--- config.mk ---
export PLATFORM = sky130hd
export DESIGN_NAME = hazard_ctrl
export DESIGN_NICKNAME = d
export VERILOG_FILES = /design/src/rtl/hazard_ctrl_pkg.sv /design/src/rtl/hazard_sat_cnt.sv /design/src/rtl/hazard_ctrl.sv
export SDC_FILE = /design/constraint.sdc
export NUM_CORES = 1
export LEC_CHECK = 0
export ABC_AREA = 0
export CAP_MARGIN = 20
export CORE_ASPECT_RATIO = 1.1
export CORE_MARGIN = 4
export CORE_UTILIZATION = 30
export CTS_BUF_LIST = sky130_fd_sc_hd__clkbuf_8
export CTS_CLUSTER_SIZE = 10
export DETAILED_ROUTE_END_ITERATION = 12
export PLACE_DENSITY_LB_ADDON = 0.05
export SLEW_MARGIN = 10
export SYNTH_ARGS = -nofsm -noshare
export SYNTH_HDL_FRONTEND = slang
export SYNTH_SLANG_ARGS = --single-unit
--- constraint.sdc ---
create_clock -name clk -period 2.09 [get_ports clk]
set_input_delay 0.209 -clock clk [delete_from_list [all_inputs] [get_ports clk]]
set_output_delay 0.209 -clock clk [all_outputs]
set_load 0.02 [all_outputs]
--- src/rtl/hazard_ctrl_pkg.sv ---
// Shared definitions for the hazard controller: state encodings, default
// widths and the pipeline NOP encoding.
package hazard_ctrl_pkg;

   localparam int ADDR_W_DEF = 16;
   localparam int REG_W_DEF  = 4;

   // Instruction word the IF/ID and ID/EX registers load on flush/bubble
   localparam logic [15:0] NOP_INSTR = 16'h0000;

   typedef enum logic [1:0] {
      ST_RUN    = 2'd0,
      ST_FLUSH  = 2'd1,
      ST_HALTED = 2'd2
   } hz_state_t;

endpackage

--- src/rtl/hazard_sat_cnt.sv ---
// Saturating up-counter with enable and asynchronous active-high reset.
// Only compiled when HAZARD_PERF_CNT_EN is defined, since it is the sole
// user of this module.
`ifdef HAZARD_PERF_CNT_EN
module hazard_sat_cnt #(
   parameter int CNT_W = 16
) (
   input  logic             clk,
   input  logic             rst,
   input  logic             en,
   output logic [CNT_W-1:0] cnt
);

   function automatic logic [CNT_W-1:0] sat_inc(input logic [CNT_W-1:0] v);
      return (&v) ? v : v + CNT_W'(1);
   endfunction

   // Count enabled cycles, sticking at all-ones
   always_ff @(posedge clk or posedge rst) begin
      if (rst)
         cnt <= '0;
      else if (en)
         cnt <= sat_inc(cnt);
   end

endmodule
`endif

--- src/rtl/hazard_ctrl.sv ---
// Hazard controller for the 16-bit pipelined CPU. Produces next-PC and
// PC stall, plus IF/ID stall/flush and ID/EX bubble strobes, resolving
// memory waits, taken-branch redirects (with multi-cycle wrong-path
// flush), HALT and load-use hazards.
// Optional: define HAZARD_PERF_CNT_EN to build the stall/flush
// performance counters; otherwise those ports are tied to zero.
module hazard_ctrl
   import hazard_ctrl_pkg::*;
#(
   parameter int ADDR_W       = ADDR_W_DEF,
   parameter int REG_W        = REG_W_DEF,
   parameter int FLUSH_CYCLES = 2
) (
   input  logic              clk,
   input  logic              rst,
   input  logic [ADDR_W-1:0] pc_cur,
   input  logic              branch_taken,
   input  logic [ADDR_W-1:0] branch_target,
   input  logic [REG_W-1:0]  id_rs,
   input  logic [REG_W-1:0]  id_rt,
   input  logic              id_uses_rs,
   input  logic              id_uses_rt,
   input  logic              id_halt,
   input  logic              ex_memread,
   input  logic [REG_W-1:0]  ex_rd,
   input  logic              mem_busy,
   output logic [ADDR_W-1:0] pc_next,
   output logic              pc_stall,
   output logic              ifid_stall,
   output logic              ifid_flush,
   output logic              idex_bubble,
   output logic [15:0]       stall_cnt,
   output logic [15:0]       flush_cnt
);

   hz_state_t  state_q, state_d;
   logic [3:0] fcnt_q, fcnt_d;
   logic       load_use;

   // Load in EX writing a register the ID instruction reads (r0 never hazards)
   always_comb begin
      load_use = ex_memread && (ex_rd != '0) &&
                 ((id_uses_rs && (id_rs == ex_rd)) ||
                  (id_uses_rt && (id_rt == ex_rd)));
   end

   // Next PC is always computed; pc_stall decides whether the PC takes it
   always_comb begin
      pc_next = branch_taken ? branch_target : pc_cur + ADDR_W'(1);
   end

   // Control strobes and next state, priority mem_busy > branch > halt > load-use
   always_comb begin
      pc_stall    = 1'b0;
      ifid_stall  = 1'b0;
      ifid_flush  = 1'b0;
      idex_bubble = 1'b0;
      state_d     = state_q;
      fcnt_d      = fcnt_q;
      case (state_q)
         ST_HALTED: begin
            pc_stall    = 1'b1;
            ifid_flush  = 1'b1;
            idex_bubble = 1'b1;
         end
         ST_FLUSH: begin
            if (mem_busy) begin
               pc_stall   = 1'b1;
               ifid_stall = 1'b1;
            end else begin
               ifid_flush  = 1'b1;
               idex_bubble = 1'b1;
               fcnt_d      = fcnt_q - 4'd1;
               if (fcnt_q == 4'd1)
                  state_d = ST_RUN;
            end
         end
         default: begin
            if (mem_busy) begin
               // EX is frozen, so a pending branch is re-presented later
               pc_stall   = 1'b1;
               ifid_stall = 1'b1;
            end else if (branch_taken) begin
               ifid_flush  = 1'b1;
               idex_bubble = 1'b1;
               if (FLUSH_CYCLES > 1) begin
                  fcnt_d  = 4'(FLUSH_CYCLES - 1);
                  state_d = ST_FLUSH;
               end
            end else if (id_halt) begin
               // HALT itself still moves into EX next cycle
               pc_stall   = 1'b1;
               ifid_stall = 1'b1;
               state_d    = ST_HALTED;
            end else if (load_use) begin
               pc_stall    = 1'b1;
               ifid_stall  = 1'b1;
               idex_bubble = 1'b1;
            end
         end
      endcase
   end

   // State and flush-counter registers
   always_ff @(posedge clk or posedge rst) begin
      if (rst) begin
         state_q <= ST_RUN;
         fcnt_q  <= 4'd0;
      end else begin
         state_q <= state_d;
         fcnt_q  <= fcnt_d;
      end
   end

`ifdef HAZARD_PERF_CNT_EN
   logic stall_en, flush_en;

   // HALTED cycles are idle, not hazards, so they are not counted
   always_comb begin
      stall_en = pc_stall   && (state_q != ST_HALTED);
      flush_en = ifid_flush && (state_q != ST_HALTED);
   end

   hazard_sat_cnt #(.CNT_W(16)) u_stall_cnt (
      .clk (clk),
      .rst (rst),
      .en  (stall_en),
      .cnt (stall_cnt)
   );

   hazard_sat_cnt #(.CNT_W(16)) u_flush_cnt (
      .clk (clk),
      .rst (rst),
      .en  (flush_en),
      .cnt (flush_cnt)
   );
`else
   assign stall_cnt = 16'd0;
   assign flush_cnt = 16'd0;
`endif

endmodule

Yosys cells after proc, flatten, opt, wreduce, memory -nomap -nowiden

Cells that the tools add are included.

Bitwise gates (word level): 2
$add $sub $neg: 2
Mux-type cells: 26
Equality and inequality tests: 6
Reduce and logical (&&, ||, !) cells: 10

Operators by type and width:

| operator                                            | count |
|---|---|
| adder 16 x 1 -> 16 bit, second input constant       | 1 |
| 2-to-1 mux 16 bit                                   | 1 |
| 2-to-1 mux 4 bit                                    | 3 |
| 2-to-1 mux 1 bit                                    | 11 |
| 2-to-1 mux 2 bit                                    | 5 |
| equality test 4 bit                                 | 2 |
| case mux 1 bit (2 select lines)                     | 4 |
| case mux 4 bit (2 select lines)                     | 1 |
| equality test 4 x 1 -> 1 bit, second input constant | 1 |
| logical AND 1 bit                                   | 4 |
| case mux 2 bit (2 select lines)                     | 1 |
| AND reduction 4 bit                                 | 1 |
| nonzero test 4 bit                                  | 1 |
| subtractor 4 x 1 -> 4 bit, second input constant    | 1 |
| AND reduction 3 bit                                 | 1 |
| nonzero test 3 bit                                  | 1 |
| equality test 2 x 1 -> 1 bit, second input constant | 1 |
| equality test 2 bit, second input constant          | 1 |
| != test 2 bit, second input constant                | 1 |
| NOT 1 bit                                           | 2 |
| nonzero test 2 bit                                  | 1 |
| logical OR 1 bit                                    | 1 |

Input port bits: 52
Flip-flop bits (word level): 6
Output and inout port bits: 52
Word-level logic and storage cells: 48

Logic depth before layout (Yosys ltp)

Gate-level depths: netlist of run 1.

Word-level depth: 9
Depth in mapped cells: 7
Gate-level depth less buffers: 6

Worst setup path after synthesis of run 1

OpenSTA, ideal clock, no wires.

Path type: reg2out
Start point: reg state_q[0]
End point: out idex_bubble
Data required time: 1881 ps
Setup slack: 178 ps
Arrival time: 1703 ps
Buffers on the path: 1
Cell stages (with the launch flop): 7
Cell sequence: dfrtp_1 inv_1 ha_1 clkbuf_1 mux2i_1 o22ai_1 o21bai_1

Word-level cells in the longest chain between the ends: 2
Elaborated cells on any way between the ends: 3
Classes of those cells: eq/ne: 2; mux: 1

RTL lines:

| what                                                                | RTL line           | text |
|---|---|---|
| from (decl)                                                         | hazard_ctrl.sv:36  | `hz_state_t state_q, state_d;` |
| from (signal assigned)                                              | hazard_ctrl.sv:110 | `state_q <= state_d;` |
| equality test 2 x 1 -> 1 bit or equality test 2 bit (tied branches) | hazard_ctrl.sv:60  | `case (state_q)` |
| case mux 1 bit (2 select lines) *                                   | hazard_ctrl.sv:60  |  |
| to (decl)                                                           | hazard_ctrl.sv:31  | `output logic idex_bubble,` |

Every way passes the cells marked *; elsewhere a longest branch is shown, timed or not.

Worst setup path after layout of run 1

Start point: in pc_cur[3]
End point: out pc_next[3]

Word-level cells in the longest chain between the ends: 2

RTL lines:

| what                   | RTL line          | text |
|---|---|---|
| from (decl)            | hazard_ctrl.sv:16 | `input logic [ADDR_W-1:0] pc_cur,` |
| adder 16 x 1 -> 16 bit | hazard_ctrl.sv:49 | `pc_next = branch_taken ? branch_target : pc_cur + ADDR_W'(1);` |
| 2-to-1 mux 16 bit      | hazard_ctrl.sv:49 |  |
| to (decl)              | hazard_ctrl.sv:27 | `output logic [ADDR_W-1:0] pc_next,` |

No other way between the ends.

==> flow_summary.json, run 1 <==
{
  "power_density_mw_per_mm2": 600,
  "grt_usage_pct": 12.8,
  "criticalPathCategory": "primary input to primary output",
  "antenna-diode-count": 0,
  "min_period_over_period_pct": 95.9,
  "clock_skew_ns": 0.00131,
  "final_common_cell": "clkdlybuf4s50_1",
  "min_period_ns": 2.00,
  "synth_warnings": 0,
  "die-area_mm2": 0.00518,
  "n_fill_cell": 408,
  "finalWirelength_mm": 3.57,
  "ys_seq_elements": 6,
  "mostFrequentLayoutCells": "clkdlybuf4s50_1, conb_1, buf_4",
  "synth_cell_type_count": 35,
  "firstDrtPassIters": 6,
  "final_hold_viol_count": 0,
  "antenna_found_initial": 0,
  "synth_area_mm2": 0.00123,
  "portBuffers": 71,
  "fmax_mhz": 499,
  "syn-instance-count": 174,
  "max_cap_violations": 0,
  "yosysSeqAreaShare_pct": 12.2,
  "clk_latency_ns": 0.22,
  "die_w_um": 69.0,
  "core_mm2": 0.00396,
  "place.gp.congestion": 0.780,
  "rsz0062_at_grt": "no",
  "start_util_pct": 31.0,
  "hold_buffers": 0,
  "rows": 24,
  "required_ns": 1.88,
  "end_kind": "primary output",
  "ir_drop_mv": 0.264,
  "drt_iter0_markers": 15,
  "cts_tree": "yes",
  "setup-violations-final": 0,
  "multi_input_area_um2": 966,
  "setup_ws_ns": 0.0853,
  "drive_gt1_share_pct": 20.9,
  "areaGrowthSynthToFinish_pct": 72.8,
  "grt_max_degree": 24,
  "seqCellArea_um2": 150,
  "synth.avg_cell_area_um2": 7.06,
  "detail-route-antenna-nets": 0,
  "cts_made_buffers": 3,
  "dr_total_vias": 1395,
  "die_h_um": 75.1,
  "dpl.hpwl_mm": 3.00,
  "clockBufferDepth": 2,
  "status": "finished, final reports clean",
  "grt-ovfl-total": 0,
  "drv_slew": 0,
  "clk_pin_slew_ns": 0.04,
  "grt_first_pass_wirelength_mm": 5.52,
  "start_kind": "primary input",
  "fin_hold_ws_ns": 0.218,
  "finalPower_uw": 1270,
  "cts_root_buf": "clkbuf_8",
  "hp-class": "primary input to async pin",
  "layout.nets": 327,
  "arrival_ns": 1.80,
  "p_leak_uw": 0.000991,
  "grt_pass1_vias": 1290,
  "route.detailed.drc": 0,
  "via_per_inst": 4.36,
  "wl_per_cell_um": 11.1,
  "clock-sinks": 6,
  "htree_levels": 1,
  "setup_tns_ns": 0,
  "ios": 104,
  "place_ws_ns": -0.437,
  "path_max_fanout": 3
}
==> power breakdown <==
group          internal, µW  switching, µW
logic                   408            481
registers               166           44.6
clock network           124           49.4
==> area by class of cell <==
class / count / area share (%)
Multi-Input combinational cell: 151 / 45.5
Tap cell: 52 / 3.06
Timing Repair Buffer: 98 / 40.7
Inverter: 10 / 1.77
Clock buffer: 3 / 1.94
Sequential cell: 6 / 7.07
==> what timing repair did <==
item,in CTS,in global routing
setup buffers,1,0
setup endpoints to repair,17,15
resized for setup,57,23
cloned,0,0
pin swaps,3,4
==> sequential cells by signal (all words and copies together), names as in the netlist <==
name and flops:
fcnt_q 4, state_q 2
==> through the flow <==
| stage | instances | utilization [%] | area, µm² |
|---|---|---|---|
| finish | 320 | 53.6 | 2120 |
| global route | 320 | 53.6 | 2120 |
| CTS | 320 | 53.0 | 2100 |
| detailed placement | 316 | 51.8 | 2050 |
| global placement | 316 | 51.8 | 2050 |
| floorplan | 205 | - | 1350 |
==> metal layers <==
metal  part of all wire, %  wire length (µm)  vias to the layer above  track usage [%]
met3                    11               397                        2             4.94
li1                      -                 -                      724                -
met5                     0                 0                        -                0
met1                    41              1450                      599             14.1
met4                  0.84                30                        0             3.25
met2                    47              1690                       70             23.6
==> logic make-up (layout without fill, tap and decap cells) <==
family / after synthesis / after routing / share of synthesized area (%)
xor+xnor: 19 / 19 / 13.5
other cells: 1 / 32 / 0.305
compound gates: 37 / 37 / 19.7
mux: 5 / 5 / 4.38
fa+ha+maj: 5 / 5 / 5.09
flops: 6 / 6 / 12.2
buf+inv: 48 / 111 / 24.4
simple gates: 53 / 53 / 20.4
==> path summary, 6_finish.rpt <==
path	from	to	slack [ns]	cells past startpoint
max in group asynchronous	rst	fcnt_q[2]$_DFFE_PP0P_	1.67	2
min in group clk	fcnt_q[1]$_DFFE_PP0P_	fcnt_q[1]$_DFFE_PP0P_	0.52	2
worst min register to register	fcnt_q[1]$_DFFE_PP0P_	fcnt_q[1]$_DFFE_PP0P_	0.52	2
worst max-delay path	pc_cur[3]	pc_next[3]	0.09	5
worst min-delay path	rst	fcnt_q[1]$_DFFE_PP0P_	0.22	2
worst max register to register	state_q[0]$_DFFE_PP0P_	state_q[1]$_DFFE_PP0P_	0.55	6
==> cells in the mapped netlist, drive strengths merged <==
library cell / count / area, µm²
o22ai: 2 / 12.5
a21oi: 2 / 10.0
o32ai: 1 / 8.76
a211oi: 1 / 7.51
xnor2: 8 / 70.1
a32o: 2 / 20.0
mux2i: 2 / 20.0
a31oi: 2 / 18.8
nand2: 24 / 90.1
xor2: 11 / 96.3
conb: 1 / 3.75
and4: 3 / 26.3
nor2: 10 / 37.5
o21bai: 1 / 7.51
a22oi: 1 / 7.51
a22o: 1 / 8.76
inv: 10 / 37.5
o41ai: 1 / 16.3
or3: 1 / 6.26
o31ai: 1 / 7.51
dfrtp: 6 / 150
nand3: 6 / 30.0
mux2: 3 / 33.8
and3: 1 / 6.26
ha: 5 / 62.6
buf: 32 / 240
nor3: 1 / 10.0
o21ai: 20 / 100
a21boi: 1 / 7.51
clkbuf: 6 / 22.5
a221oi: 1 / 8.76
nor4: 3 / 18.8
nand2b: 2 / 12.5
nand4: 2 / 12.5
==> worst max-delay path, stage by stage <==
cell	delay, ns
clkdlybuf4s50_1	0.48
buf_4	0.17
xor2_1	0.14
o21ai_0	0.16
clkdlybuf4s50_1	0.64
Note: power is estimated with default switching activity, not from simulation.
==> inputs of run 2 (changes only) <==
--- a/config.mk
+++ b/config.mk
@@ -9,7 +9,7 @@
 export CAP_MARGIN = 20
 export CORE_ASPECT_RATIO = 1.1
 export CORE_MARGIN = 4
-export CORE_UTILIZATION = 30
+export CORE_UTILIZATION = 33
 export CTS_BUF_LIST = sky130_fd_sc_hd__clkbuf_8
 export CTS_CLUSTER_SIZE = 10
 export DETAILED_ROUTE_END_ITERATION = 12
==> flow_summary.json, run 2 (synthesis results as in run 1) <==
{
  "antenna-diode-count": 0,
  "dpl.hpwl_mm": 3.08,
  "grt_usage_pct": 14.7,
  "start_kind": "primary input",
  "rows": 22,
  "wl_per_cell_um": 11.2,
  "grtUsageMet3_pct": 4.18,
  "fmax_mhz": 508,
  "finalPower_uw": 1310,
  "setup-violations-final": 0,
  "cts_made_buffers": 3,
  "start_util_pct": 35.4,
  "place_ws_ns": -0.420,
  "areaGrowthSynthToFinish_pct": 70.5,
  "dr_total_vias": 1392,
  "grt_max_degree": 19,
  "clockBufferDepth": 2,
  "criticalPathCategory": "primary input to primary output",
  "place.gp.congestion": 0.761,
  "cts_tree": "yes",
  "rsz0062_at_grt": "yes",
  "mostFrequentLayoutCells": "clkdlybuf4s50_1, conb_1, buf_4",
  "grt_first_pass_wirelength_mm": 5.79,
  "die_h_um": 72.0,
  "crit_chain": "clkdlybuf4s50_1, buf_4, and4_4, nand2_1, xor2_1, o21ai_0, clkdlybuf4s15_1",
  "max_cap_violations": 0,
  "clk_pin_slew_ns": 0.04,
  "drive_gt1_share_pct": 21.2,
  "drv_slew": 0,
  "p_leak_uw": 0.000968,
  "layout.nets": 328,
  "largest_register": "fcnt_q",
  "dp_cells": 314,
  "via_per_inst": 4.39,
  "core_mm2": 0.00347,
  "reg.largest.list": "fcnt_q (4), state_q (2)",
  "htree_levels": 1,
  "detail-route-antenna-nets": 0,
  "min_period_ns": 1.97,
  "crit_start": "pc_cur[0]",
  "met2_usage_pct": 26.4,
  "ios": 104,
  "hp-class": "primary input to async pin",
  "die_w_um": 66.2,
  "portBuffers": 71,
  "drt_iter0_markers": 44,
  "largest_reg_flops": 4,
  "stdcell_count": 317,
  "min_period_over_period_pct": 94.1,
  "globalRouteMet1Util_pct": 17.1,
  "required_ns": 1.88,
  "cts_root_buf": "clkbuf_8",
  "r2r_start": "state_q[0]$_DFFE_PP0P_",
  "clock-sinks": 6,
  "final_hold_viol_count": 0,
  "slowest_delay_ns": 0.49,
  "die-area_mm2": 0.00476,
  "setup_ws_ns": 0.123,
  "arrival_ns": 1.76,
  "final_common_cell": "clkdlybuf4s50_1",
  "route.detailed.drc": 0,
  "clock_skew_ns": 0.00105,
  "status": "finished, final reports clean",
  "firstDrtPassIters": 4,
  "finalWirelength_mm": 3.56,
  "top_usage_layer": "met2",
  "end_kind": "primary output",
  "antenna_found_initial": 0,
  "grt_pass1_vias": 1385,
  "grt-ovfl-total": 0,
  "ir_drop_mv": 0.345,
  "clk_latency_ns": 0.22,
  "power_density_mw_per_mm2": 623,
  "path_max_fanout": 3,
  "slowest_stage": "clkdlybuf4s50_1"
}
==> run 2: cell types whose count changed in the layout (fill, tap and decap cells not counted), moves of 2 or more <==
cell,previous run,this run
dlygate4sd2_1,5,7
clkbuf_2,4,6
buf_2,7,5
dlymetal6s2s_1,4,2
==> run 2: cell type report <==
type                            instances  area [µm²]
Clock buffer                            3        41.3
Fill cell                             366        1370
Inverter                               10        37.5
Multi-Input combinational cell        151         932
Sequential cell                         6         150
Tap cell                               48        60.1
Timing Repair Buffer                   99         873
==> run 2: where the power goes <==
group	leakage (µW)	total (µW)	internal (µW)	switching, µW
registers	0.0000757	204	166	38.5
clock network	0.0000216	171	124	47.9
logic	0.000871	930	440	490
==> run 2: final timing paths <==
check,endpoint,slack (ns),cells past startpoint
worst max-delay path,pc_next[5],0.12,7
worst min-delay path,fcnt_q[0]$_DFFE_PP0P_,0.21,2
worst max register to register,state_q[1]$_DFFE_PP0P_,0.46,6
worst min register to register,fcnt_q[1]$_DFFE_PP0P_,0.50,2
max in group asynchronous,fcnt_q[3]$_DFFE_PP0P_,1.69,2
min in group clk,fcnt_q[1]$_DFFE_PP0P_,0.50,2
==> run 2: metal layers <==
| layer | part of all wire (%) | wire [µm] | vias to the layer above |
|---|---|---|---|
| met4 | 0.53 | 19 | 0 |
| met2 | 47 | 1670 | 70 |
| met5 | 0 | 0 | - |
| met1 | 40 | 1440 | 597 |
| met3 | 12 | 433 | 2 |
| li1 | - | - | 723 |
==> run 2: worst max-delay path: cells and delay by family <==
kind	cells	cell delay (ns)
AO/OA/AOI/OAI	1	0.15
XOR/XNOR	1	0.13
buffers and inverters	3	0.95
AND/OR/NAND/NOR	2	0.31
==> run 2: per-stage QoR <==
stage	setup TNS [ns]	hold WS (ns)	util [%]	instance area [µm²]
after floorplan	0	-0.0000409	-	1350
after global placement	-5.01	0.442	59.8	2080
after detailed placement	-5.13	0.449	59.8	2080
after CTS	-0.0479	0.217	61.3	2120
after global routing	-0.0190	0.256	60.4	2090
final	0	0.208	60.4	2090
==> run 2: what timing repair did <==
action	CTS	global route
hold buffers	0	0
endpoints found under the hold margin	0	0
gates resized for setup	56	20
pin swaps	3	3
setup buffers	1	0
endpoints found under the setup margin	18	14
